[src/rtl/serial_word_deframer_if.sv]
// serial_word_deframer_if
//   Bundles the serial input side (bit_i/bit_valid_i), the valid/ready word
//   output, and the status/control signals of the serial word deframer.
//   Modports:
//     slave  - the deframer: consumes bits, ready_i, clear_i; drives the word,
//              flags and frame counter.
//     master - the surroundings (upstream bit source plus downstream sink).
//   Signals:
//     bit_i, bit_valid_i      serial bit and its qualifier
//     data_o [WIDTH], valid_o assembled word and its valid flag
//     ready_i                 downstream accept
//     parity_err_o            even-parity failure for the presented word
//     overflow_o, clear_i     sticky dropped-word flag and its clear
//     frame_count_o [16]      accepted-word counter
interface serial_word_deframer_if #(
  parameter int WIDTH = 8
);
  logic             bit_i;
  logic             bit_valid_i;
  logic [WIDTH-1:0] data_o;
  logic             valid_o;
  logic             ready_i;
  logic             parity_err_o;
  logic             overflow_o;
  logic             clear_i;
  logic [15:0]      frame_count_o;

  modport slave (
    input  bit_i, bit_valid_i, ready_i, clear_i,
    output data_o, valid_o, parity_err_o, overflow_o, frame_count_o
  );

  modport master (
    output bit_i, bit_valid_i, ready_i, clear_i,
    input  data_o, valid_o, parity_err_o, overflow_o, frame_count_o
  );
endinterface

[src/rtl/serial_word_deframer.sv]
// serial_word_deframer
//   Hunts the retimed serial stream for SYNC_PATTERN, then assembles WIDTH
//   data bits (MSB first) and one even-parity bit into a word held in a
//   one-entry valid/ready output register. Words completing while the holding
//   register is full and not being emptied are dropped and flag overflow_o.
//   Ports:
//     clk  - rising-edge clock
//     rst  - asynchronous, active-high reset
//     bus  - serial_word_deframer_if.slave (bits in, word/flags/count out)
//
//   state    | meaning
//   ---------+-------------------------------------------------------------
//   S_HUNT   | shifting valid bits into the sync history, looking for sync
//   S_DATA   | collecting WIDTH data bits, MSB first
//   S_PARITY | next valid bit is the parity bit; word completes on it
module serial_word_deframer #(
  parameter int                  WIDTH        = 8,
  parameter int                  SYNC_LEN     = 3,
  parameter logic [SYNC_LEN-1:0] SYNC_PATTERN = 3'b110
) (
  input  logic                  clk,
  input  logic                  rst,
  serial_word_deframer_if.slave bus
);

  localparam int CW = $clog2(WIDTH + 1);
  localparam logic [CW-1:0] LAST_BIT = CW'(WIDTH - 1);

  typedef enum logic [1:0] {
    S_HUNT,
    S_DATA,
    S_PARITY
  } state_t;

  state_t              r_state;
  logic [SYNC_LEN-1:0] r_hist;
  logic [CW-1:0]       r_cnt;
  logic [WIDTH-1:0]    r_shift;
  logic [WIDTH-1:0]    r_data;
  logic                r_valid;
  logic                r_perr;
  logic                r_ovf;
  logic [15:0]         r_frame_count;

  logic [SYNC_LEN-1:0] w_hist_next;
  logic                w_accept;
  logic                w_complete;
  logic                w_load;
  logic                w_drop;
  logic                w_parity;

  assign w_hist_next = {r_hist[SYNC_LEN-2:0], bus.bit_i};
  assign w_accept    = r_valid && bus.ready_i;
  assign w_complete  = (r_state == S_PARITY) && bus.bit_valid_i;
  // A slot being emptied on this edge can take the completing word.
  assign w_load      = w_complete && (!r_valid || w_accept);
  assign w_drop      = w_complete && r_valid && !w_accept;
  // Nonzero XOR over data plus parity bit means even parity was violated.
  assign w_parity    = ^{r_shift, bus.bit_i};

  always_ff @(posedge clk or posedge rst) begin
    if (rst) begin
      r_state       <= S_HUNT;
      r_hist        <= '0;
      r_cnt         <= '0;
      r_shift       <= '0;
      r_data        <= '0;
      r_valid       <= 1'b0;
      r_perr        <= 1'b0;
      r_ovf         <= 1'b0;
      r_frame_count <= '0;
    end else begin
      if (bus.bit_valid_i) begin
        case (r_state)
          S_HUNT: begin
            r_hist <= w_hist_next;
            if (w_hist_next == SYNC_PATTERN) begin
              r_state <= S_DATA;
              r_cnt   <= '0;
            end
          end
          S_DATA: begin
            r_shift <= {r_shift[WIDTH-2:0], bus.bit_i};
            r_cnt   <= r_cnt + 1'b1;
            if (r_cnt == LAST_BIT) begin
              r_state <= S_PARITY;
            end
          end
          S_PARITY: begin
            // History restarts empty so sync never overlaps frame bits.
            r_state <= S_HUNT;
            r_hist  <= '0;
          end
          default: r_state <= S_HUNT;
        endcase
      end

      if (w_load) begin
        r_data  <= r_shift;
        r_perr  <= w_parity;
        r_valid <= 1'b1;
      end else if (w_accept) begin
        r_valid <= 1'b0;
      end

      // A drop on the same edge wins over a clear request.
      if (w_drop) begin
        r_ovf <= 1'b1;
      end else if (bus.clear_i) begin
        r_ovf <= 1'b0;
      end

      if (w_accept) begin
        r_frame_count <= r_frame_count + 16'd1;
      end
    end
  end

  assign bus.data_o        = r_data;
  assign bus.valid_o       = r_valid;
  assign bus.parity_err_o  = r_perr;
  assign bus.overflow_o    = r_ovf;
  assign bus.frame_count_o = r_frame_count;

endmodule

[src/flat_wrapper.sv]
// flat-port wrapper written by rule: the top's interface ports become plain ports
module serial_word_deframer_flat 
#(
  parameter int                  WIDTH        = 8,
  parameter int                  SYNC_LEN     = 3,
  parameter logic [SYNC_LEN-1:0] SYNC_PATTERN = 3'b110
)
  (clk, rst, bus_bit_i, bus_bit_valid_i, bus_ready_i, bus_clear_i, bus_data_o, bus_valid_o, bus_parity_err_o, bus_overflow_o, bus_frame_count_o);
  serial_word_deframer_if #(.WIDTH(WIDTH)) bus_i ();
  input  logic clk;
  input  logic rst;
  input wire logic [$bits(bus_i.bit_i)-1:0] bus_bit_i;
  input wire logic [$bits(bus_i.bit_valid_i)-1:0] bus_bit_valid_i;
  input wire logic [$bits(bus_i.ready_i)-1:0] bus_ready_i;
  input wire logic [$bits(bus_i.clear_i)-1:0] bus_clear_i;
  output wire logic [$bits(bus_i.data_o)-1:0] bus_data_o;
  output wire logic [$bits(bus_i.valid_o)-1:0] bus_valid_o;
  output wire logic [$bits(bus_i.parity_err_o)-1:0] bus_parity_err_o;
  output wire logic [$bits(bus_i.overflow_o)-1:0] bus_overflow_o;
  output wire logic [$bits(bus_i.frame_count_o)-1:0] bus_frame_count_o;
  assign bus_i.bit_i = bus_bit_i;
  assign bus_i.bit_valid_i = bus_bit_valid_i;
  assign bus_i.ready_i = bus_ready_i;
  assign bus_i.clear_i = bus_clear_i;
  assign bus_data_o = bus_i.data_o;
  assign bus_valid_o = bus_i.valid_o;
  assign bus_parity_err_o = bus_i.parity_err_o;
  assign bus_overflow_o = bus_i.overflow_o;
  assign bus_frame_count_o = bus_i.frame_count_o;
  serial_word_deframer #(.WIDTH(WIDTH), .SYNC_LEN(SYNC_LEN), .SYNC_PATTERN(SYNC_PATTERN)) u_core (.clk(clk), .rst(rst), .bus(bus_i));
endmodule
[config.mk]
export PLATFORM = sky130hd
export DESIGN_NAME = serial_word_deframer_flat
export DESIGN_NICKNAME = d
export VERILOG_FILES = /design/src/rtl/serial_word_deframer_if.sv /design/src/rtl/serial_word_deframer.sv /design/src/flat_wrapper.sv
export SDC_FILE = /design/constraint.sdc
export NUM_CORES = 1
export LEC_CHECK = 0
export ABC_CLOCK_PERIOD_IN_PS = 2150
export CAP_MARGIN = 10
export CORE_MARGIN = 2
export CORE_UTILIZATION = 51
export DETAILED_ROUTE_END_ITERATION = 8
export GPL_TIMING_DRIVEN = 0
export MAX_ROUTING_LAYER = met4
export PLACE_DENSITY_LB_ADDON = 0.2
export RECOVER_POWER = 100
export SLEW_MARGIN = 10
export SYNTH_ARGS = -nofsm -noshare
export SYNTH_HDL_FRONTEND = slang
export SYNTH_SLANG_ARGS = --single-unit
export TNS_END_PERCENT = 100
[constraint.sdc]
create_clock -name clk -period 2.15 [get_ports clk]
set_input_delay 0.3225 -clock clk [delete_from_list [all_inputs] [get_ports clk]]
set_output_delay 0.3225 -clock clk [all_outputs]
set_load 0.1 [all_outputs]
== Word level (Yosys, flattened, before mapping) ==
Cells that the tools add are included.
Word-level totals
  register bits after elaboration: 43
  latch bits: 0
  RAM bits: 0
  ROM bits: 0
  input bits: 6
  output and inout port bits: 27
  logic and storage cells: 45
  memories: 0
Operators by class
  $add $sub $neg: 2
  multipliers: 0
  div/mod/pow operators: 0
  magnitude comparators: 0
  equal/unequal tests: 6
  shift-type cells: 0
  muxes and demuxes: 10
  bitwise gates (word level): 0
  reductions and logical operators: 18
Operator list (number)
  16-bit by 1-bit adder with 16-bit output, second input constant: 1
  9-bit XOR reduction: 1
  2-bit one-hot mux with 2 select lines: 2
  4-bit one-hot mux with 2 select lines: 1
  2-bit nonzero test: 4
  3-bit AND reduction: 2
  1-bit logical AND: 5
  4-bit by 1-bit adder with 4-bit output, second input constant: 1
  4-bit by 3-bit == test with 1-bit output, second input constant: 1
  1-bit 2-to-1 mux: 4
  2-bit 2-to-1 mux: 2
  4-bit 2-to-1 mux: 1
  2-bit by 1-bit != test with 1-bit output, second input constant: 2
  2-bit AND reduction: 2
  3-bit == test, second input constant: 1
  2-bit by 1-bit == test with 1-bit output, second input constant: 1
  2-bit == test, second input constant: 1
  1-bit zero test: 2
  2-bit zero test: 1
  1-bit logical OR: 1

== Logic depth before layout (Yosys ltp) ==
  word-level depth: 5
  depth in mapped cells: 5

== Worst setup path before layout ==
OpenSTA, ideal clock, no wires.
  path type: reg2reg
  from: register u_core.r_frame_count[0] (netlist: u_core.bus.frame_count_o[0])
  to: register u_core.r_frame_count[14] (netlist: u_core.bus.frame_count_o[14])
  setup time: 0.158 ns
  data arrival time: 1.896 ns
  data required time: 1.992 ns
  setup slack: 0.096 ns
  cell stages (with the launch flop): 6
  path buffers: 0
  period minus slack after synthesis: 2.054 ns
  cells stage by stage: dfrtp_1 > ha_1 > nand3_1 > nor2_1 > nand3_1 > xnor2_1
Between the ends
  cells in the longest elaborated chain, start to end: 1
Ends and longest elaborated chain
  start: declaration: RTL line serial_word_deframer.sv:43  | logic [15:0] r_frame_count;
  start signal: assignment: RTL line serial_word_deframer.sv:114  | r_frame_count <= r_frame_count + 16'd1;
  16-bit by 1-bit adder with 16-bit output: RTL line serial_word_deframer.sv:114
No other way between the ends.
A chain may end at the register's enable or synchronous reset.

== Worst setup path in the final report ==
  from: register u_core.r_frame_count[2] (netlist: u_core.bus.frame_count_o[2])
  to: output bus_frame_count_o[2]
RTL lines
  end: declaration: RTL line flat_wrapper.sv:20  | output wire logic [$bits(bus_i.frame_count_o)-1:0] bus_frame_count_o;
No word-level cell between the ends.

==> out/qor.txt <==
cell type group with the largest total delay on the critical path -> buffers and inverters
period utilization -> 94.0%
initial drt markers -> 53
# diodes -> 0
Clock Root Buffer -> sky130_fd_sc_hd__clkbuf_4
sequential share of the synthesized area -> 57.6%
antenna violations before repair -> 0
count of filler cells inserted in the layout -> 309
Warnings, synthesis -> 0
path type of the worst min-delay path -> primary input to async pin
most frequent cells after synthesis -> 43 x sky130_fd_sc_hd__dfrtp_1, 13 x sky130_fd_sc_hd__xnor2_1, 11 x sky130_fd_sc_hd__nand2_1
routed length per placed instance -> 13.5 microns
critical path data required time -> 1.83 ns
time the worst path needs with I/O delays and setup -> 2.02 ns
number of rows created at floorplan -> 21
via count normalized by instance count -> 5.24
arrival time at the worst endpoint -> 1.70 ns
footprint of the multi-input gates -> 743 sq um
clock latency on the worst-skew pair -> 0.35 ns
Pre-Repair DR Iteration Count -> 3
leading cell types by total area after synthesis -> sky130_fd_sc_hd__dfrtp_1 58%, sky130_fd_sc_hd__xnor2_1 6.1%, sky130_fd_sc_hd__mux2_2 6.0%
floorplan die width -> 64.5 microns
crit path capture type -> output port
setup repair after global routing missed its margin -> false
worst-margin pin slew -> 1.19 ns
number of violations of the max-capacitance limit -> 0
cells traversed along the worst timing path -> clkbuf_1
number of clock sinks seen by CTS -> 43
post-CTS setup buffers -> 0
result of the run -> complete, no violations
biggest fanout along the worst timing path -> 6
cell taking the most area after synthesis -> sky130_fd_sc_hd__dfrtp_1
Final Setup Violations -> 0
crit start category -> flop
CP bufs+invs -> 1
number of hold violations in the final report -> 0
total die area -> 4160 sq um
cell area reported after detailed placement -> 2270 sq um
Cell Area, Synth -> 1870 sq um
combined flip-flop and latch cell area -> 1080 sq um
routability-driven placement congestion ratio -> 0.799
final antenna-violating net count -> 0
cts bufs inserted -> 5
number of global-route vias before repair -> 1185
placed wire-length estimate after detailed placement -> 2.30 mm
pin count of the biggest net entering global routing -> 42
aggregate routed wire length -> 3.16 mm
ratio of total power to cell area -> 1210 nW/um^2
Seq cells post-synth -> 43
clk slew on worst S/H paths -> 0.12 ns
die height -> 64.5 microns
number of buffers inserted by port buffering -> 32
residual overflow from global routing -> 0
final setup TNS -> 0 ns
final non-filler cell area -> 2130 sq um
flip-flop cell with the highest count after synthesis -> sky130_fd_sc_hd__dfrtp_1
leakage component of the power -> 1.05 nW
maximum frequency from static timing analysis -> 0.495 GHz
combined global-route utilization of all metal layers -> 18.0%
critical path class -> flop to output port
number of nets produced by synthesis -> 154
Cell variety after synth -> 32
cell count after synthesis -> 146
Register-to-Register Path Depth -> 5
total count of max-transition violations in the final report -> 0
reg2reg start -> u_core.r_state[0]
reg2reg setup slack -> 0.27 ns
maximum buffer depth of the clock tree -> 2
overall via count from detail_route -> 1220
Boundary Pins -> 33
share of the synthesized area in the top cell type -> 57.6%
core area -> 3420 sq um
post-route DRC violation count -> 0
share of async-settable or async-resettable flops after synthesis -> 100%
cell with the most instances after synthesis -> sky130_fd_sc_hd__dfrtp_1
Post-synth EDFFs -> 0
Crit path largest cell delay -> 0.89 ns
Avg Cell Area, Syn -> 12.8 sq um
synthesis-to-finish area growth -> 14.2%
share of post-route cells with drive strength above 1 -> 11.8%
clock tree from TritonCTS -> done
final core utilization -> 62.5%
headroom to the max-slew limit -> 21.2%
reg-to-reg endpoint -> u_core.bus.data_o[5]
worst clock skew on the final layout -> 0.00983 ns
cell type of the slowest stage on the worst timing path -> sky130_fd_sc_hd__clkbuf_1
# nets final -> 194
global-route wire length before repair -> 5.49 mm
IR drop worst, VDD -> 0.00100 V
Initial Utilization -> 54.7%
number of levels the H-tree was split into -> 2
how the worst max path moves through the flow:
stage	depth (start not counted)	to	start
global route	1	bus_frame_count_o[2]	u_core.bus.frame_count_o[2]
finish	1	bus_frame_count_o[2]	u_core.bus.frame_count_o[2]
floorplan	5	u_core.bus.frame_count_o[14]	u_core.bus.frame_count_o[0]
CTS	1	bus_frame_count_o[2]	u_core.bus.frame_count_o[2]
global placement	2	u_core.bus.data_o[2]	rst
detailed placement	6	u_core.bus.data_o[5]	bus_bit_valid_i
repair_timing:
action                                  in CTS  in global routing
endpoints found under the setup margin      27                  0
resized for setup                           27                  0
endpoints found under the hold margin        0                  0
hold buffers                                 0                  0
registers in the layout, summed over array words and instances (netlist names):
signal / cells
u_core.bus.data_o: 8
u_core.r_shift: 8
u_core.bus.parity_err_o: 1
u_core.bus.frame_count_o: 16
u_core.r_state: 2
u_core.r_hist: 2
u_core.bus.overflow_o: 1
u_core.r_cnt: 4
u_core.bus.valid_o: 1
routing by layer:
| metal | track usage, % | wire length (microns) | vias up |
|---|---|---|---|
| met5 | - | 0 | - |
| met4 | 6.91 | 63 | 0 |
| met3 | 6.42 | 168 | 8 |
| met2 | 28.1 | 1500 | 30 |
| met1 | 21.5 | 1420 | 596 |
| li1 | - | - | 586 |
power by group:
group          internal, mW  total, mW  switching, mW
Combinational         0.365      0.988          0.623
Sequential            0.988       1.16          0.170
Clock                 0.193      0.434          0.242
final cells by class:
| cell class | instances | area share, % |
|---|---|---|
| multi-input combinational | 95 | 34.8 |
| buffer | 2 | 0.411 |
| sequential | 43 | 50.4 |
| tap | 46 | 2.70 |
| inverter | 6 | 1.06 |
| clock buffer | 8 | 3.23 |
| timing repair buffer | 33 | 7.33 |
through the flow:
stage          cells  setup WS, ns  hold WS (ns)  total power, mW
4_1_cts          233         0.121         0.124             2.65
3_3_place_gp     224        0.0322         0.468             2.21
5_1_grt          233        0.0670         0.234             2.76
6_report         233         0.130         0.255             2.58
3_5_place_dp     225         0.160         0.470             2.26
2_1_floorplan    146        0.0957         0.421             2.02
cell families (layout without fill, tap and decap cells):
kind of cell | count (synthesis) | after routing | synth area share, %
AOI/OAI and AO/OA | 14 | 14 | 5.23
xor gates and xnor gates | 23 | 23 | 11.6
adders and majority gates | 2 | 2 | 1.34
buffers and inverters | 8 | 49 | 2.08
DFF | 43 | 43 | 57.6
muxes | 17 | 17 | 10.4
and+or+nand+nor | 39 | 39 | 11.7
cell usage in the layout (no fill, tap or decap), types with 2 or more instances in the layout:
cell type	count
sky130_fd_sc_hd__nand2_1	11
sky130_fd_sc_hd__clkdlybuf4s50_1	3
sky130_fd_sc_hd__clkbuf_2	2
sky130_fd_sc_hd__nand3_1	4
sky130_fd_sc_hd__nor2_1	6
sky130_fd_sc_hd__and3_1	7
sky130_fd_sc_hd__mux2_1	6
sky130_fd_sc_hd__nand4_1	4
sky130_fd_sc_hd__xor2_1	9
sky130_fd_sc_hd__ha_1	2
sky130_fd_sc_hd__xnor2_1	13
sky130_fd_sc_hd__o21ai_0	5
sky130_fd_sc_hd__a32o_1	2
sky130_fd_sc_hd__clkbuf_1	29
sky130_fd_sc_hd__clkbuf_4	5
sky130_fd_sc_hd__nand2b_1	2
sky130_fd_sc_hd__dlygate4sd3_1	2
sky130_fd_sc_hd__mux2_2	10
sky130_fd_sc_hd__clkbuf_8	2
sky130_fd_sc_hd__inv_1	6
sky130_fd_sc_hd__dfrtp_1	43
Note: power is estimated with default switching activity, not from simulation.
